[src/rtl/ca_pkg.sv]
// Shared types and constants for the multi-generation CA row generator.
package ca_pkg;

   typedef enum logic [2:0] {
      IDLE,
      PRIME,
      STREAM,
      DRAIN,
      DONE
   } ca_state_e;

   localparam logic [7:0] RULE_30  = 8'd30;
   localparam logic [7:0] RULE_90  = 8'd90;
   localparam logic [7:0] RULE_110 = 8'd110;

endpackage

[src/rtl/ca_row_window.sv]
// L/C/R neighbourhood capture for streamed row words, one cycle of storage per word.
// CA_GEN_TORUS_EN selects a wrapping row; otherwise the row edges see zero neighbours.
module ca_row_window #(
   parameter int WIDTH = 16
) (
   input  logic             clk,
   input  logic             rst_n,
   input  logic             cap,
   input  logic             first,
   input  logic             last,
   input  logic [WIDTH-1:0] rdata,
   output logic             left,
   output logic [WIDTH-1:0] cells,
   output logic             right
);

   logic             l_q, l_d;
   logic [WIDTH-1:0] c_q, c_d;

   always_comb begin
      l_d = l_q;
      c_d = c_q;
      if (cap) begin
         c_d = rdata;
`ifdef CA_GEN_TORUS_EN
         l_d = c_q[WIDTH-1];
`else
         l_d = first ? 1'b0 : c_q[WIDTH-1];
`endif
      end
   end

   always_ff @(posedge clk or negedge rst_n) begin
      if (!rst_n) begin
         l_q <= 1'b0;
         c_q <= '0;
      end else begin
         l_q <= l_d;
         c_q <= c_d;
      end
   end

   // The right neighbour is taken live from the RAM so the last word of a row can be
   // written in the same cycle the wrap read returns.
`ifdef CA_GEN_TORUS_EN
   logic unused_edge;
   assign unused_edge = first ^ last;
   assign right       = rdata[0];
`else
   assign right = last ? 1'b0 : rdata[0];
`endif

   assign left  = l_q;
   assign cells = c_q;

endmodule

[src/rtl/comb_ca.sv]
// Combinational elementary CA step over one word; zero latency, no flow control.
// Neighbour pattern is {left, centre, right}, where left is the next-lower cell index.
module comb_ca #(
   parameter int WIDTH = 16
) (
   input  logic [7:0]       rule,
   input  logic             left,
   input  logic [WIDTH-1:0] cells,
   input  logic             right,
   output logic [WIDTH-1:0] next
);

   logic [WIDTH+1:0] ext;

   assign ext = {right, cells, left};

   for (genvar b = 0; b < WIDTH; b++) begin : g_cell
      assign next[b] = rule[{ext[b], ext[b+1], ext[b+2]}];
   end

endmodule

[src/rtl/ca_gen_multi.sv]
// Runs gens CA generations over a RAM row, ping-ponging src/dst; generation period WORDS+3 cycles.
// No backpressure: RAM is fixed 1-cycle latency. Edge mode set by CA_GEN_TORUS_EN.
module ca_gen_multi
   import ca_pkg::*;
#(
   parameter int WIDTH = 16,
   parameter int WORDS = 80,
   parameter int AW    = 8,
   parameter int GW    = 8
) (
   input  logic             clk,
   input  logic             rst_n,
   input  logic             start,
   input  logic [7:0]       rule,
   input  logic [AW-1:0]    src_base,
   input  logic [AW-1:0]    dst_base,
   input  logic [GW-1:0]    gens,
   output logic             busy,
   output logic             done,
   output logic [AW-1:0]    res_base,
   output logic             read,
   output logic [AW-1:0]    raddr,
   input  logic [WIDTH-1:0] rdata,
   output logic             write,
   output logic [AW-1:0]    waddr,
   output logic [WIDTH-1:0] wdata
);

   localparam int CW = $clog2(WORDS + 3);

   ca_state_e     state_q, state_d;
   logic [CW-1:0] cnt_q, cnt_d;
   logic [GW-1:0] gen_left_q, gen_left_d;
   logic [7:0]    rule_q, rule_d;
   logic [AW-1:0] src_q, src_d, dst_q, dst_d;
   logic          read_q, read_d, write_q, write_d;
   logic          busy_q, busy_d, done_q, done_d, rvld_q, rvld_d;
   logic [AW-1:0] raddr_q, raddr_d, waddr_q, waddr_d, res_base_q, res_base_d;
   logic [AW-1:0] rd_idx;

   logic             win_first, win_last, win_left, win_right;
   logic [WIDTH-1:0] win_cells, nxt_cells;

   always_comb begin
      state_d    = state_q;
      cnt_d      = cnt_q;
      gen_left_d = gen_left_q;
      rule_d     = rule_q;
      src_d      = src_q;
      dst_d      = dst_q;
      raddr_d    = raddr_q;
      waddr_d    = waddr_q;
      res_base_d = res_base_q;
      rvld_d     = read_q;
      rd_idx     = '0;

      case (state_q)
         IDLE: begin
            if (start) begin
               rule_d     = rule;
               src_d      = src_base;
               dst_d      = dst_base;
               gen_left_d = gens;
               cnt_d      = '0;
               state_d    = (gens == '0) ? DONE : PRIME;
            end
         end
         PRIME: begin
            cnt_d = cnt_q + 1'b1;
            if (cnt_q == CW'(1)) state_d = STREAM;
         end
         STREAM: begin
            cnt_d = cnt_q + 1'b1;
            if (cnt_q == CW'(WORDS + 1)) state_d = DRAIN;
         end
         DRAIN: begin
            src_d      = dst_q;
            dst_d      = src_q;
            gen_left_d = gen_left_q - 1'b1;
            cnt_d      = '0;
            state_d    = (gen_left_q == GW'(1)) ? DONE : PRIME;
         end
         DONE:    state_d = IDLE;
         default: state_d = IDLE;
      endcase

      // Outputs are decoded from the next state so every strobe leaves a flop.
      // Read order per generation: last word, words 0..WORDS-1, then word 0 again.
      read_d = (state_d == PRIME) || (state_d == STREAM);
      if (cnt_d == '0)                 rd_idx = AW'(WORDS - 1);
      else if (cnt_d == CW'(WORDS + 1)) rd_idx = '0;
      else                             rd_idx = AW'(cnt_d - 1'b1);
      if (read_d) raddr_d = src_d + rd_idx;

      write_d = ((state_d == STREAM) || (state_d == DRAIN)) && (cnt_d >= CW'(3));
      if (write_d) waddr_d = dst_d + AW'(cnt_d - CW'(3));

      busy_d = (state_d == PRIME) || (state_d == STREAM) || (state_d == DRAIN);
      done_d = (state_d == DONE);
      if (done_d) res_base_d = src_d;
   end

   always_ff @(posedge clk or negedge rst_n) begin
      if (!rst_n) begin
         state_q    <= IDLE;
         cnt_q      <= '0;
         gen_left_q <= '0;
         rule_q     <= '0;
         src_q      <= '0;
         dst_q      <= '0;
         read_q     <= 1'b0;
         write_q    <= 1'b0;
         busy_q     <= 1'b0;
         done_q     <= 1'b0;
         rvld_q     <= 1'b0;
         raddr_q    <= '0;
         waddr_q    <= '0;
         res_base_q <= '0;
      end else begin
         state_q    <= state_d;
         cnt_q      <= cnt_d;
         gen_left_q <= gen_left_d;
         rule_q     <= rule_d;
         src_q      <= src_d;
         dst_q      <= dst_d;
         read_q     <= read_d;
         write_q    <= write_d;
         busy_q     <= busy_d;
         done_q     <= done_d;
         rvld_q     <= rvld_d;
         raddr_q    <= raddr_d;
         waddr_q    <= waddr_d;
         res_base_q <= res_base_d;
      end
   end

   // Word 0 of the row lands in the window at cycle 2; the wrap read returns during DRAIN.
   assign win_first = (state_q == STREAM) && (cnt_q == CW'(2));
   assign win_last  = (state_q == DRAIN);

   ca_row_window #(.WIDTH(WIDTH)) u_win (
      .clk   (clk),
      .rst_n (rst_n),
      .cap   (rvld_q),
      .first (win_first),
      .last  (win_last),
      .rdata (rdata),
      .left  (win_left),
      .cells (win_cells),
      .right (win_right)
   );

   comb_ca #(.WIDTH(WIDTH)) u_ca (
      .rule  (rule_q),
      .left  (win_left),
      .cells (win_cells),
      .right (win_right),
      .next  (nxt_cells)
   );

   assign busy     = busy_q;
   assign done     = done_q;
   assign res_base = res_base_q;
   assign read     = read_q;
   assign raddr    = raddr_q;
   assign write    = write_q;
   assign waddr    = waddr_q;
   assign wdata    = write_q ? nxt_cells : '0;

endmodule

[config.mk]
export PLATFORM = sky130hd
export DESIGN_NAME = ca_gen_multi
export DESIGN_NICKNAME = d
export VERILOG_FILES = /design/src/rtl/ca_pkg.sv /design/src/rtl/ca_row_window.sv /design/src/rtl/comb_ca.sv /design/src/rtl/ca_gen_multi.sv
export SDC_FILE = /design/constraint.sdc
export NUM_CORES = 1
export LEC_CHECK = 0
export CORE_ASPECT_RATIO = 2
export CORE_UTILIZATION = 58
export DETAILED_ROUTE_END_ITERATION = 6
export DONT_BUFFER_PORTS = 1
export HOLD_SLACK_MARGIN = 0.15
export PLACE_DENSITY = 0.75
export SLEW_MARGIN = 10
export SYNTH_ARGS = -nofsm -noshare
export SYNTH_HDL_FRONTEND = slang
export SYNTH_HIERARCHICAL = 1
export SYNTH_SLANG_ARGS = --single-unit
[constraint.sdc]
create_clock -name clk -period 3.45 [get_ports clk]
set_input_delay 0.8625 -clock clk [delete_from_list [all_inputs] [get_ports clk]]
set_output_delay 0.8625 -clock clk [all_outputs]
set_load 0.01 [all_outputs]
==> reports/results.tsv <==
stage	metric	value	unit
outcome	status	complete, but fails checks	
outcome	failing checks	setup timing	
placement	number of placed instances, taps included	805	
floorplanning	Starting Density	60.1	%
worst_setup_path	Max stage delay on crit path	0.51	ns
yosys	top-count cell post-synth	dfrtp_1	
clock_network	clock slew at reported path FFs	0.07	ns
sta	Slew @ Worst Pin	0.969	ns
worst_setup_path	Startpoint Class	register	
yosys	synthesized area per cell	9.39	sq um
sta	Fin Clk Skew	0.0116	ns
floorplanning	die area	10600	sq um
global_route	via count of the first global-routing pass	5437	
sta	Achievable Freq	279	MHz
worst_setup_path	Worst setup EP type	register	
sta	Max transition margin	35.4	%
drt	DR iter-0 viols	374	
yosys	asr flop ratio synth	100	%
layout	multi-input logic area	3600	sq um
layout	layout cells sized above 1	31.7	%
power	Pwr Total	9.78	mW
sta	min Tclk post-route	3.58	ns
layout	Final Core Density	75.5	%
placement	placed cell area	6530	sq um
drt	via/cell ratio	6.47	
clock_network	clock sinks	88	
global_route	grt ovf	0	
worst_setup_path	R2R depth	14	
yosys	Seq/Total Area, Yosys	37.5	%
sta	Setup TNS	-0.217	ns
floorplanning	Die Y-Extent	144	microns
layout	Finished Cell Area	7370	sq um
worst_setup_path	RR Startpoint	state_q[0]	
clock_network	hold buffers post-CTS	0	
clock_network	clk root buf	clkbuf_16	
worst_setup_path	critical path's slowest cell	a222oi_1	
layout	antenna cell count	0	
yosys	Post-synth EDFFs	0	
yosys	Cells after Synth	625	
yosys	Synth top area share	37.5	%
drt	Total Routed Length	18.3	mm
layout	Net count, final	790	
yosys	Post-synth top cells	dfrtp_1, inv_1, nand2_1	
worst_setup_path	Critical Path End	raddr[7]	
global_route	met3 Use GR	5.78	%
floorplanning	Row Count	51	
worst_setup_path	arrival time worst endpoint	3.85	ns
worst_setup_path	r2r setup slk	-0.13	ns
layout	Finished Layout Cells	845	
worst_setup_path	most frequent CP cell	buf_6	
global_route	most used routing layer	met2	
worst_setup_path	CP Depth	14	
worst_setup_path	Crit Path Class	register to register	
global_route	met1 usage	32.7	%
placement	Buffers on Ports	0	
power	maximum vdd drop	0.00103	V
worst_setup_path	Worst EP required	3.72	ns
layout	Area Overhead vs Synth	25.5	%
drt	First-pass DRT Iterations	5	
yosys	ranking of synthesized cells by area	dfrtp_1, a2111oi_0, ha_1	
worst_setup_path	crit-path cells	buf_6, nor3b_4, o21ai_4, buf_6, buf_12, buf_4, a222oi_1, inv_1, ha_1, nor3_4, o21ai_1, and3_1, o211a_1, o31ai_2	
global_route	first-pass GRT wire length	26.9	mm
sta	Slew Limit Fails	0	
clock_network	buffer levels on the longest clock path	2	
yosys	Netlist cell types	59	
job	Max Cap Viol	0	
drt	final routed DRC violation total	0	
sta	fin crit share	104	%
clock_network	level count of the clock H-tree	3	
global_route	antenna violations before repair	0	
worst_setup_path	CP top delay family	compound AO/OA/AOI/OAI gates	
yosys	Syn Nets	707	
clock_network	worst skew pair latency	0.35	ns
yosys	most common flop cell mapped by yosys	dfrtp_1	
yosys	Synth Register Bits	88	
layout	Filler cells	645	
placement	DP Wirelength	12.7	mm
placement	RD Place Congestion	1.03	
worst_setup_path	RR Endpoint	raddr[7]	
sta	post-route setup slack	-0.130	ns
floorplanning	IO Pins	95	
drt	DRT antenna net count	0	
sta	final hold vios	0	
clock_network	CTS buffer count	9	
global_route	M2 GR Usage	64.4	%
power	Pwr Density	1330	nW/um^2
drt	drt wl/cell	21.6	microns
power	Leakage	3.36	nW
worst_setup_path	crit path from	state_q[0]	
drt	DR vias	5467	
sta	unrepaired setup endpoints after global routing	true	
sta	count of final setup violators	3	
hold_path	Tightest Hold Check Type	input pin to asynchronous set/reset pin	
worst_setup_path	CP bufs+invs	5	
yosys	Synth area leader	dfrtp_1	
layout	Seq. cell area	2210	sq um
floorplanning	core area	9760	sq um
global_route	largest net degree at the start of global routing	89	
clock_network	CTS tree	done	
worst_setup_path	Max Fanout on Critical Path	7	
global_route	gr usage total	34.3	%
yosys	synth warn	6	
yosys	Post-Synthesis Cell Area	5870	sq um
floorplanning	die width	73.1	microns
==> placed cells by master (no fill, tap or decap), drive strengths merged, types with 3 or more instances in the layout <==
| cell type | instances |
|---|---|
| a2111oi | 42 |
| a21boi | 9 |
| a21o | 5 |
| a21oi | 24 |
| a222oi | 14 |
| and2 | 28 |
| and3 | 20 |
| buf | 106 |
| clkbuf | 9 |
| dfrtp | 88 |
| ha | 29 |
| inv | 70 |
| mux2 | 25 |
| mux4 | 4 |
| nand2 | 52 |
| nand2b | 16 |
| nand3 | 8 |
| nand3b | 3 |
| nor2 | 29 |
| nor2b | 16 |
| nor3 | 8 |
| nor3b | 3 |
| nor4 | 17 |
| o211ai | 3 |
| o21ai | 20 |
| o22ai | 4 |
| o311ai | 3 |
| o31ai | 4 |
| or3 | 3 |
| xnor2 | 13 |
| xor2 | 6 |
==> worst reg2reg max path: stages, from the launching register on <==
cell	delay [ns]
dfrtp_2	0.49
buf_6	0.17
nor3b_4	0.29
o21ai_4	0.14
buf_6	0.15
buf_12	0.12
buf_4	0.14
a222oi_1	0.51
inv_1	0.18
ha_1	0.33
nor3_4	0.26
o21ai_1	0.13
and3_1	0.21
o211a_1	0.24
o31ai_2	0.16
==> routing by layer <==
metal,vias to the layer above,share of wire (%)
li1,2443,-
met1,2684,33
met5,-,0
met4,0,6.7
met3,88,4.9
met2,252,56
==> metrics by stage <==
| stage | hold WS, ns | setup WS [ns] |
|---|---|---|
| 2_1_floorplan | 0.416 | -0.00823 |
| 3_3_place_gp | 0.447 | -0.230 |
| 5_1_grt | 0.192 | -0.234 |
| 6_report | 0.205 | -0.130 |
| 4_1_cts | 0.193 | -0.0110 |
| 3_5_place_dp | 0.444 | -0.331 |
==> layout make-up <==
| type | instances | area share [%] |
|---|---|---|
| clock buffers | 9 | 3.06 |
| repair buffers | 106 | 11.4 |
| multi-input cells | 436 | 48.9 |
| inverters | 67 | 3.46 |
| well taps | 132 | 2.24 |
| clock inverters | 7 | 0.951 |
| flip-flops and latches | 88 | 30.0 |
==> power by group <==
group | leakage [nW] | internal [mW] | total (mW) | switching (mW)
combinational | 2.15 | 3.34 | 6.48 | 3.14
sequential | 1.07 | 1.51 | 2.33 | 0.818
clock | 0.142 | 0.509 | 0.977 | 0.468
==> sequential cells by signal, indices dropped and copies added, names as in the netlist <==
| name | count |
|---|---|
| read | 1 |
| done | 1 |
| rule_q | 8 |
| raddr | 8 |
| cnt_q | 7 |
| write | 1 |
| rvld_q | 1 |
| busy | 1 |
| state_q | 3 |
| u_win/cells | 16 |
| src_q | 8 |
| dst_q | 8 |
| gen_left_q | 8 |
| waddr | 8 |
| u_win/left | 1 |
| res_base | 8 |
==> worst min-delay path by stage <==
stage                      from        endpoint  cells past startpoint
after global placement     read          rvld_q                      0
after detailed placement   read          rvld_q                      0
after floorplan            read          rvld_q                      0
after CTS                 rst_n  u_win/cells[7]                      0
final                     rst_n  u_win/cells[6]                      0
after global routing      rst_n  u_win/cells[6]                      0
==> cell families (layout without fill, tap and decap cells) <==
kind of cell	Yosys count	in the layout	synth area share [%]
xor+xnor	19	19	2.96
mux	30	30	7.14
fa+ha+maj	31	31	6.86
compound gates	146	146	19.0
flops	88	88	37.5
simple gates	210	210	18.9
buf+inv	101	189	7.59
==> what timing repair did <==
| action | 4_1_cts | 5_1_grt |
|---|---|---|
| gates resized for setup | 23 | 63 |
| pin swaps | 13 | 34 |
| setup buffers | 9 | 16 |
| endpoints found under the setup margin | 5 | 8 |
No activity file was read; power rests on OpenSTA's default activity.
